**src/rtl/str2num.sv**
```systemverilog
// rtl/str2num.sv - ASCII token parser producing a 32-bit unsigned number
module str2num #(
    parameter logic [7:0] TERM_A = 8'h0D,
    parameter logic [7:0] TERM_B = 8'h20
) (
    input  logic        clk,
    input  logic        rst,
    input  logic        char_valid,
    input  logic [7:0]  char,
    output logic        char_ready,
    output logic        num_valid,
    input  logic        num_ready,
    output logic [31:0] num,
    output logic        err,
    output logic        ovf
);

    typedef enum logic [1:0] {
        S_IDLE  = 2'd0,
        S_ACCUM = 2'd1,
        S_ERR   = 2'd2,
        S_DONE  = 2'd3
    } state_t;

    localparam logic [7:0] CH_B = 8'h42;
    localparam logic [7:0] CH_D = 8'h44;
    localparam logic [7:0] CH_H = 8'h48;

    state_t      state, state_n;
    logic [4:0]  base, base_n;
    logic [31:0] acc, acc_n;
    logic [5:0]  cnt, cnt_n;
    logic        ovf_s, ovf_s_n;
    logic [31:0] num_n;
    logic        err_n, ovf_n, num_valid_n;

    logic        accept;
    logic        is_term;
    logic        is_dec;
    logic        is_hexalpha;
    logic [3:0]  dig_val;
    logic        dig_valid;
    logic [36:0] exact;

    // The block only stalls the character stream while a result is pending.
    always_comb begin
        char_ready = (state != S_DONE);
    end

    // Character classification and the exact next accumulator value.
    always_comb begin
        accept      = char_valid && char_ready;
        is_term     = (char == TERM_A) || (char == TERM_B);
        is_dec      = (char >= 8'h30) && (char <= 8'h39);
        is_hexalpha = (char >= 8'h41) && (char <= 8'h46);
        dig_val     = 4'd0;
        if (is_dec) begin
            dig_val = 4'(char - 8'h30);
        end else if (is_hexalpha) begin
            dig_val = 4'(char - 8'h37);
        end
        dig_valid = (is_dec || is_hexalpha) && ({1'b0, dig_val} < base);
        // acc*16+15 < 2^37, so 37 bits hold the product exactly.
        exact = 37'(acc) * 37'(base) + 37'(dig_val);
    end

    // Next-state and next-output decode.
    always_comb begin
        state_n     = state;
        base_n      = base;
        acc_n       = acc;
        cnt_n       = cnt;
        ovf_s_n     = ovf_s;
        num_n       = num;
        err_n       = err;
        ovf_n       = ovf;
        num_valid_n = num_valid;
        case (state)
            S_IDLE: begin
                if (accept && !is_term) begin
                    if (char == CH_B || char == CH_D || char == CH_H) begin
                        base_n  = (char == CH_B) ? 5'd2 : (char == CH_D) ? 5'd10 : 5'd16;
                        acc_n   = 32'd0;
                        cnt_n   = 6'd0;
                        state_n = S_ACCUM;
                    end else if (is_dec) begin
                        base_n  = 5'd10;
                        acc_n   = {28'd0, dig_val};
                        cnt_n   = 6'd1;
                        state_n = S_ACCUM;
                    end else begin
                        state_n = S_ERR;
                    end
                end
            end
            S_ACCUM: begin
                if (accept) begin
                    if (is_term) begin
                        state_n     = S_DONE;
                        num_valid_n = 1'b1;
                        if (cnt == 6'd0) begin
                            num_n = 32'd0;
                            err_n = 1'b1;
                            ovf_n = 1'b0;
                        end else begin
                            num_n = acc;
                            err_n = 1'b0;
                            ovf_n = ovf_s;
                        end
                    end else if (dig_valid) begin
                        acc_n   = exact[31:0];
                        cnt_n   = (cnt == 6'd63) ? cnt : cnt + 6'd1;
                        ovf_s_n = ovf_s | (|exact[36:32]);
                    end else begin
                        state_n = S_ERR;
                    end
                end
            end
            S_ERR: begin
                if (accept && is_term) begin
                    state_n     = S_DONE;
                    num_valid_n = 1'b1;
                    num_n       = 32'd0;
                    err_n       = 1'b1;
                    ovf_n       = 1'b0;
                end
            end
            S_DONE: begin
                if (num_ready) begin
                    state_n     = S_IDLE;
                    num_valid_n = 1'b0;
                    acc_n       = 32'd0;
                    cnt_n       = 6'd0;
                    ovf_s_n     = 1'b0;
                end
            end
            default: state_n = S_IDLE;
        endcase
    end

    // State, accumulator and registered result outputs.
    always_ff @(posedge clk) begin
        if (rst) begin
            state     <= S_IDLE;
            base      <= 5'd10;
            acc       <= 32'd0;
            cnt       <= 6'd0;
            ovf_s     <= 1'b0;
            num       <= 32'd0;
            err       <= 1'b0;
            ovf       <= 1'b0;
            num_valid <= 1'b0;
        end else begin
            state     <= state_n;
            base      <= base_n;
            acc       <= acc_n;
            cnt       <= cnt_n;
            ovf_s     <= ovf_s_n;
            num       <= num_n;
            err       <= err_n;
            ovf       <= ovf_n;
            num_valid <= num_valid_n;
        end
    end

endmodule

```
**config.mk**
```make
export PLATFORM = sky130hd
export DESIGN_NAME = str2num
export DESIGN_NICKNAME = d
export VERILOG_FILES = /design/src/rtl/str2num.sv
export SDC_FILE = /design/constraint.sdc
export NUM_CORES = 1
export LEC_CHECK = 0
export CORE_ASPECT_RATIO = 1.4
export CORE_UTILIZATION = 31
export CTS_CLUSTER_SIZE = 25
export DETAILED_ROUTE_END_ITERATION = 10
export GPL_TIMING_DRIVEN = 1
export PLACE_DENSITY_LB_ADDON = 0.1
export SYNTH_ARGS = -nofsm -noshare
export SYNTH_HDL_FRONTEND = slang
export SYNTH_SLANG_ARGS = --single-unit
```
**constraint.sdc**
```tcl
create_clock -name clk -period 5.9 [get_ports clk]
set_clock_uncertainty 0.05 [all_clocks]
set_input_delay 1.18 -clock clk [delete_from_list [all_inputs] [get_ports clk]]
set_output_delay 1.18 -clock clk [all_outputs]
set_load 0.02 [all_outputs]
```
==> impl_metrics.tcl <==
set metrics [dict create \
    status "finished, final reports clean" \
    intPower_mw 1.077 \
    postLayoutCellArea_sq_um 9117 \
    start_kind "primary input" \
    pre_cts_slack_ns -0.3279 \
    dp_hpwl_mm 17.14 \
    firstDrtPassIters 4 \
    async_reset_ff_share_pct 0 \
    placed_cell_area_sq_um 8750 \
    min_path_cells 2 \
    antenna_cells 0 \
    drc 0 \
    synthCells 1001 \
    switchingPower_uw 534.4 \
    post_cts_buffers 0 \
    ir_worst_vdd_mv 0.1347 \
    hp-class "flip-flop to flip-flop" \
    seq_area_frac_synth_pct 20.48 \
    die_h_um 188.8 \
    setup_tns_ns 0 \
    area_delta_synth_final_pct 18.07 \
    grt-ovfl-total 0 \
    p_seq_share_pct 35.1 \
    min_period_ns 5.641 \
    track_usage_pct 18.88 \
    num_rows 68 \
    insertion_delay_ns 0.36 \
    crit_path_frequent_cell "ha_1" \
    worst_slack_ns 0.2589 \
    grt_pass1_wl_mm 37.35 \
    end_kind "flip-flop" \
    synth_edf_count 0 \
    clkPwrFrac_pct 39.8 \
    cp_slowest_cell "or4b_4" \
    clk_pin_slew_ns 0.07 \
    path_cells "clkdlybuf4s50_1, or4b_4, nor4_4, a21o_1, ha_1, ha_1, fa_1, ha_1, a211o_1, a21oi_2, o2111a_1, nor3_1, a311oi_2, a21oi_1, xnor2_1, o311ai_1, o31a_1" \
    grt_pass1_vias 7097 \
    place.gp.congestion 0.8239 \
    setup_viol 0 \
    clock_path_buffers 2 \
    placement.io_buffers 47 \
    syn_avg_cell_area_sq_um 7.715 \
    period_share_pct 95.61 \
    reg2reg_depth 16 \
    power.leakage_nw 4.244 \
    htree_levels 3 \
    maxSlewViolCount 0 \
    max_stage_delay_ns 0.57 \
    cts.sinks 79 \
    final_core_util_pct 37.08 \
    via_count 6869 \
    worstSetupPathType "primary input to flip-flop" \
    wl_mm 22.60 \
    grt_max_degree 80 \
    nets 1217 \
    hold_viol 0 \
    worstPathArrival_ns 5.84 \
    power_frac_comb_pct 25.1 \
    required_ns 6.10 \
    drt_iter0_markers 265 \
    die-area_sq_um 25550 \
    maxSlewHeadroom_pct 25.75 \
    clock-root-buffer "clkbuf_16" \
    ys_types 68 \
    synth_ff_type "dfxtp_1" \
    initial_core_util_pct 31.41 \
    p_total_mw 1.612 \
    crit_fanout 3 \
    cts_tree "done" \
    layout-drive-gt1-share_pct 7.432 \
    max_freq_mhz 177.3 \
    wire_per_inst_um 16.40 \
    cts-buffers-inserted 9 \
    ant_nets 0 \
    synth_nets 1159 \
    drv_cap 0 \
    worst_pin_slew_ns 1.111 \
    coreArea_sq_um 24590 \
    synth_seq_cells 79 \
    viasPerCell 4.985 \
    antenna_found_initial 0 \
    swShare_pct 33.16 \
    yosysWarnings 0 \
    ioPinCount 48 \
    die_w_um 135.4 \
    syn-cell-area_sq_um 7722 \
    powerDensity_nw_per_um2 176.8 \
]
final timing paths:
check | to | slack, ns | from
setup / recovery | ovf_s$_SDFFE_PP0P_ | 0.26 | char[7]
hold reg to reg | num[16]$_SDFFE_PP0P_ | 0.40 | num[16]$_SDFFE_PP0P_
hold / removal | num[16]$_SDFFE_PP0P_ | 0.40 | num[16]$_SDFFE_PP0P_
setup reg to reg | ovf_s$_SDFFE_PP0P_ | 1.02 | base[4]$_SDFFE_PP0P_
state kept, by name, summed over array words and instances (netlist names):
| name | flops |
|---|---|
| num | 32 |
| err | 1 |
| state | 2 |
| acc | 32 |
| ovf | 1 |
| cnt | 6 |
| ovf_s | 1 |
| num_valid | 1 |
| base | 3 |
area by class of cell:
class                           instances  area [sq um]
Fill cell                            2616         15470
Multi-Input combinational cell        747          5530
Sequential cell                        79          1582
Timing Repair Buffer                   89         780.7
Inverter                              133         499.2
Tap cell                              315         394.1
Clock buffer                           12         266.5
Clock inverter                          3         65.06
stage by stage:
stage	hold WS [ns]	cells
floorplan	0.4072	1001
global route	0.4223	1378
detailed placement	0.3938	1363
finish	0.3990	1378
global placement	0.3905	1363
CTS	0.4031	1378
kinds of logic (layout without fill, tap and decap cells):
group | after synthesis | after routing | synth area share, %
buffers and inverters | 175 | 237 | 8.652
AO/OA/AOI/OAI | 211 | 211 | 17.19
adder cells (fa/ha/maj) | 146 | 146 | 26.67
XOR/XNOR | 29 | 29 | 3.289
AND/OR/NAND/NOR | 356 | 356 | 23.06
flip-flops | 79 | 79 | 20.48
multiplexers | 5 | 5 | 0.6643
worst max-delay path: cells and delay by family:
family,cells,cell delay [ns]
compound gates,8,1.85
xor+xnor,1,0.14
buf+inv,1,0.43
fa+ha+maj,4,1.27
simple gates,3,0.96
cell usage in the layout (no fill, tap or decap), drive strengths merged, types with 9 or more instances in the layout:
cell type,synthesis,layout
inv,133,133
fa,31,31
nor2,47,47
nand3,65,65
nand2b,9,9
clkbuf,35,12
and2,72,72
buf,7,43
ha,115,115
xnor2,22,22
a21oi,96,96
clkdlybuf4s50,0,46
nand2,115,115
o21ai,31,31
dfxtp,79,79
a21o,13,13
cell usage after synthesis (all sizes together), types with 7 or more instances:
library cell	number	area, sq um
o21ai	31	158.9
nor2	47	176.4
xnor2	22	192.7
ha	115	1439
a21o	13	97.59
nand2b	9	56.30
nand3	65	325.3
inv	133	499.2
nor2b	8	50.05
fa	31	620.6
a211oi	8	60.06
and2	72	450.4
dfxtp	79	1582
clkbuf	35	131.4
buf	7	37.54
and3	8	50.05
a21oi	96	480.5
o21a	8	60.06
xor2	7	61.31
nand2	115	434.2
routing by layer:
metal,track usage [%],vias up,share of wire [%]
met4,5.575,0,1.8
met3,2.368,22,2.2
met2,34.97,70,53
met1,22.21,3276,43
met5,0,-,0
li1,-,3501,-
power groups by stage:
stage	Sequential (mW)	Combinational [mW]	Clock, mW
after detailed placement	0.579	0.409	0
after floorplan	0.577	0.252	0
after CTS	0.567	0.411	0.662
after global placement	0.579	0.411	0
after global routing	0.570	0.448	0.686
final	0.566	0.404	0.641
repair_timing:
item	in CTS	in global routing
hold buffers	0	0
endpoints found under the setup margin	0	5
resized for setup	0	9
(Power assumes the default switching activity.)
==> variant (config.mk and constraints unchanged) <==
Put one more register stage on the output `err`, with the module's reset. The value now appears one clock later. The other outputs are not delayed to match.
--- a/src/rtl/str2num.sv
+++ b/src/rtl/str2num.sv
@@ -25,6 +25,8 @@
     localparam logic [7:0] CH_B = 8'h42;
     localparam logic [7:0] CH_D = 8'h44;
     localparam logic [7:0] CH_H = 8'h48;
+
+    logic err_s0;
 
     state_t      state, state_n;
     logic [4:0]  base, base_n;
@@ -72,7 +74,7 @@
         cnt_n       = cnt;
         ovf_s_n     = ovf_s;
         num_n       = num;
-        err_n       = err;
+        err_n       = err_s0;
         ovf_n       = ovf;
         num_valid_n = num_valid;
         case (state)
@@ -147,7 +149,7 @@
             cnt       <= 6'd0;
             ovf_s     <= 1'b0;
             num       <= 32'd0;
-            err       <= 1'b0;
+            err_s0    <= 1'b0;
             ovf       <= 1'b0;
             num_valid <= 1'b0;
         end else begin
@@ -157,11 +159,19 @@
             cnt       <= cnt_n;
             ovf_s     <= ovf_s_n;
             num       <= num_n;
-            err       <= err_n;
+            err_s0    <= err_n;
             ovf       <= ovf_n;
             num_valid <= num_valid_n;
         end
     end
 
+    always_ff @(posedge clk) begin
+        if (rst) begin
+            err <= '0;
+        end else begin
+            err <= err_s0;
+        end
+    end
+
 endmodule
 
Function: changed (a bounded check fails within 4 cycles, from zero or initial values and one cycle with rst high).
==> variant against the unedited design <==
- register-to-register slack improved by 30 ps
- sequential cell count up 1
- area after synthesis is 2.2% higher
- critical path type unchanged
- first-iteration DRC count up 14%
- combinational power increased by 7.7%
- total power is 3.6% higher
- setup slack better by 110 ps
- highest routed layer unchanged
- cell area grew 2.3%
- routed wire length increased by 4.0%
==> variant: results (changes against the unedited design) <==
Status
  – Status: complete, no violations

Placed design
  – DP Area: 8900 µm² (+1.7%)
  – Hpwl dp: 18.0 mm (+5.2%)
  – Post-place setup slack: -346 ps (-18.3 ps)
  – GP Congestion: 0.836 (+1.5%)
  – Placed Instances: 1,386 (+1.7%)

Routing
  – Avg Vias per Cell: 5.08 (+1.9%)
  – DR iter-0 viols: 302 (+14%)
  – 1st-pass router iterations: 6 (+2)
  – Via count: 7,145 (+4.0%)

Logic synthesis
  – Register area share after synthesis: 20.3% (-0.18 points)
  – Post-Syn Nets: 1,186 (+2.3%)
  – Cells after Synth: 1,028 (+2.7%)
  – Top post-synthesis cells by count: inv_1, nand2_1, ha_1
  – Top post-synthesis cells by area: dfxtp_1, ha_1, fa_1, a21oi_1, inv_1

Global route
  – GRT Overall Usage: 19.2% (+0.35 points)
  – First-pass GRT wire length: 38.1 mm (+2.1%)
  – Number of global-route vias before repair: 7,382 (+4.0%)

STA
  – Setup ws final: 369 ps (+110 ps)
  – Worst-Margin Slew: 1160 ps (+51.7 ps)

Worst setup path
  – R2R Setup Slk: 1050 ps (+30 ps)
  – Max incr delay on CP: 540 ps (-30 ps)
  – Worst reg2reg path depth: 17 (+1)
  – CP top delay family: simple AND/OR/NAND/NOR gates
  – Worst EP arrival: 5730 ps (-110 ps)
  – R2R Path Start: base[3]$_SDFFE_PP1P_

Power
  – Worst VDD drop: 0.198 mV (+47%)
  – Lkg Pwr: 4.32 nW (+1.7%)

Hold path
  – Hold EP: num[20]$_SDFFE_PP0P_
  – Worst hold start: num[20]$_SDFFE_PP0P_

Layout
  – Fraction of layout cells with a size suffix above 1: 8.98% (+1.6 points)
  – Fillers: 2,706 (+3.4%)

Clocking
  – H-Tree Depth: 3 (unchanged)
-- variant: how the worst max path moves through the flow --
| stage | end |
|---|---|
| finish | ovf_s$_SDFFE_PP0P_ |
| global route | ovf_s$_SDFFE_PP0P_ |
| CTS | ovf_s$_SDFFE_PP0P_ |
| detailed placement | ovf_s$_SDFFE_PP0P_ |
| global placement | ovf_s$_SDFFE_PP0P_ |
| floorplan | ovf_s$_SDFFE_PP0P_ |
-- variant: layer usage --
layer | up-vias | routed length (µm) | global-route usage, %
met5 | - | 0 | 0
met4 | 0 | 612 | 7.57
met3 | 29 | 387 | 2.10
met2 | 89 | 12900 | 36.7
met1 | 3432 | 9620 | 21.2
li1 | 3595 | - | -
-- variant: timing repair --
item / CTS / global route
buffers inserted: 0 / 4
setup endpoints to repair: 0 / 12
gates resized for setup: 0 / 16
-- variant: final cells by class --
| type | instances | area, µm² | area share, % |
|---|---|---|---|
| multi-input combinational | 762 | 5650 | 60.6 |
| sequential | 80 | 1600 | 17.2 |
| timing repair buffer | 93 | 823 | 8.82 |
| inverter | 140 | 526 | 5.63 |
| tap | 315 | 394 | 4.22 |
| clock buffer | 9 | 225 | 2.41 |
| clock inverter | 7 | 110 | 1.18 |
-- variant: where the power goes --
group          switching (W)  internal (W)
sequential         0.0000190      0.000556
clock               0.000279      0.000382
combinational       0.000299      0.000136
total               0.000597       0.00107
-- variant: cells by family (layout without fill, tap and decap cells) --
kind of cell / after synthesis / in the layout / synth area share (%)
and+or+nand+nor: 357 / 357 / 23.0
AOI/OAI and AO/OA: 231 / 231 / 18.4
xor gates and xnor gates: 26 / 26 / 2.89
buffers and inverters: 186 / 249 / 9.09
adders and majority gates: 146 / 146 / 26.1
DFF: 80 / 80 / 20.3
muxes: 2 / 2 / 0.254
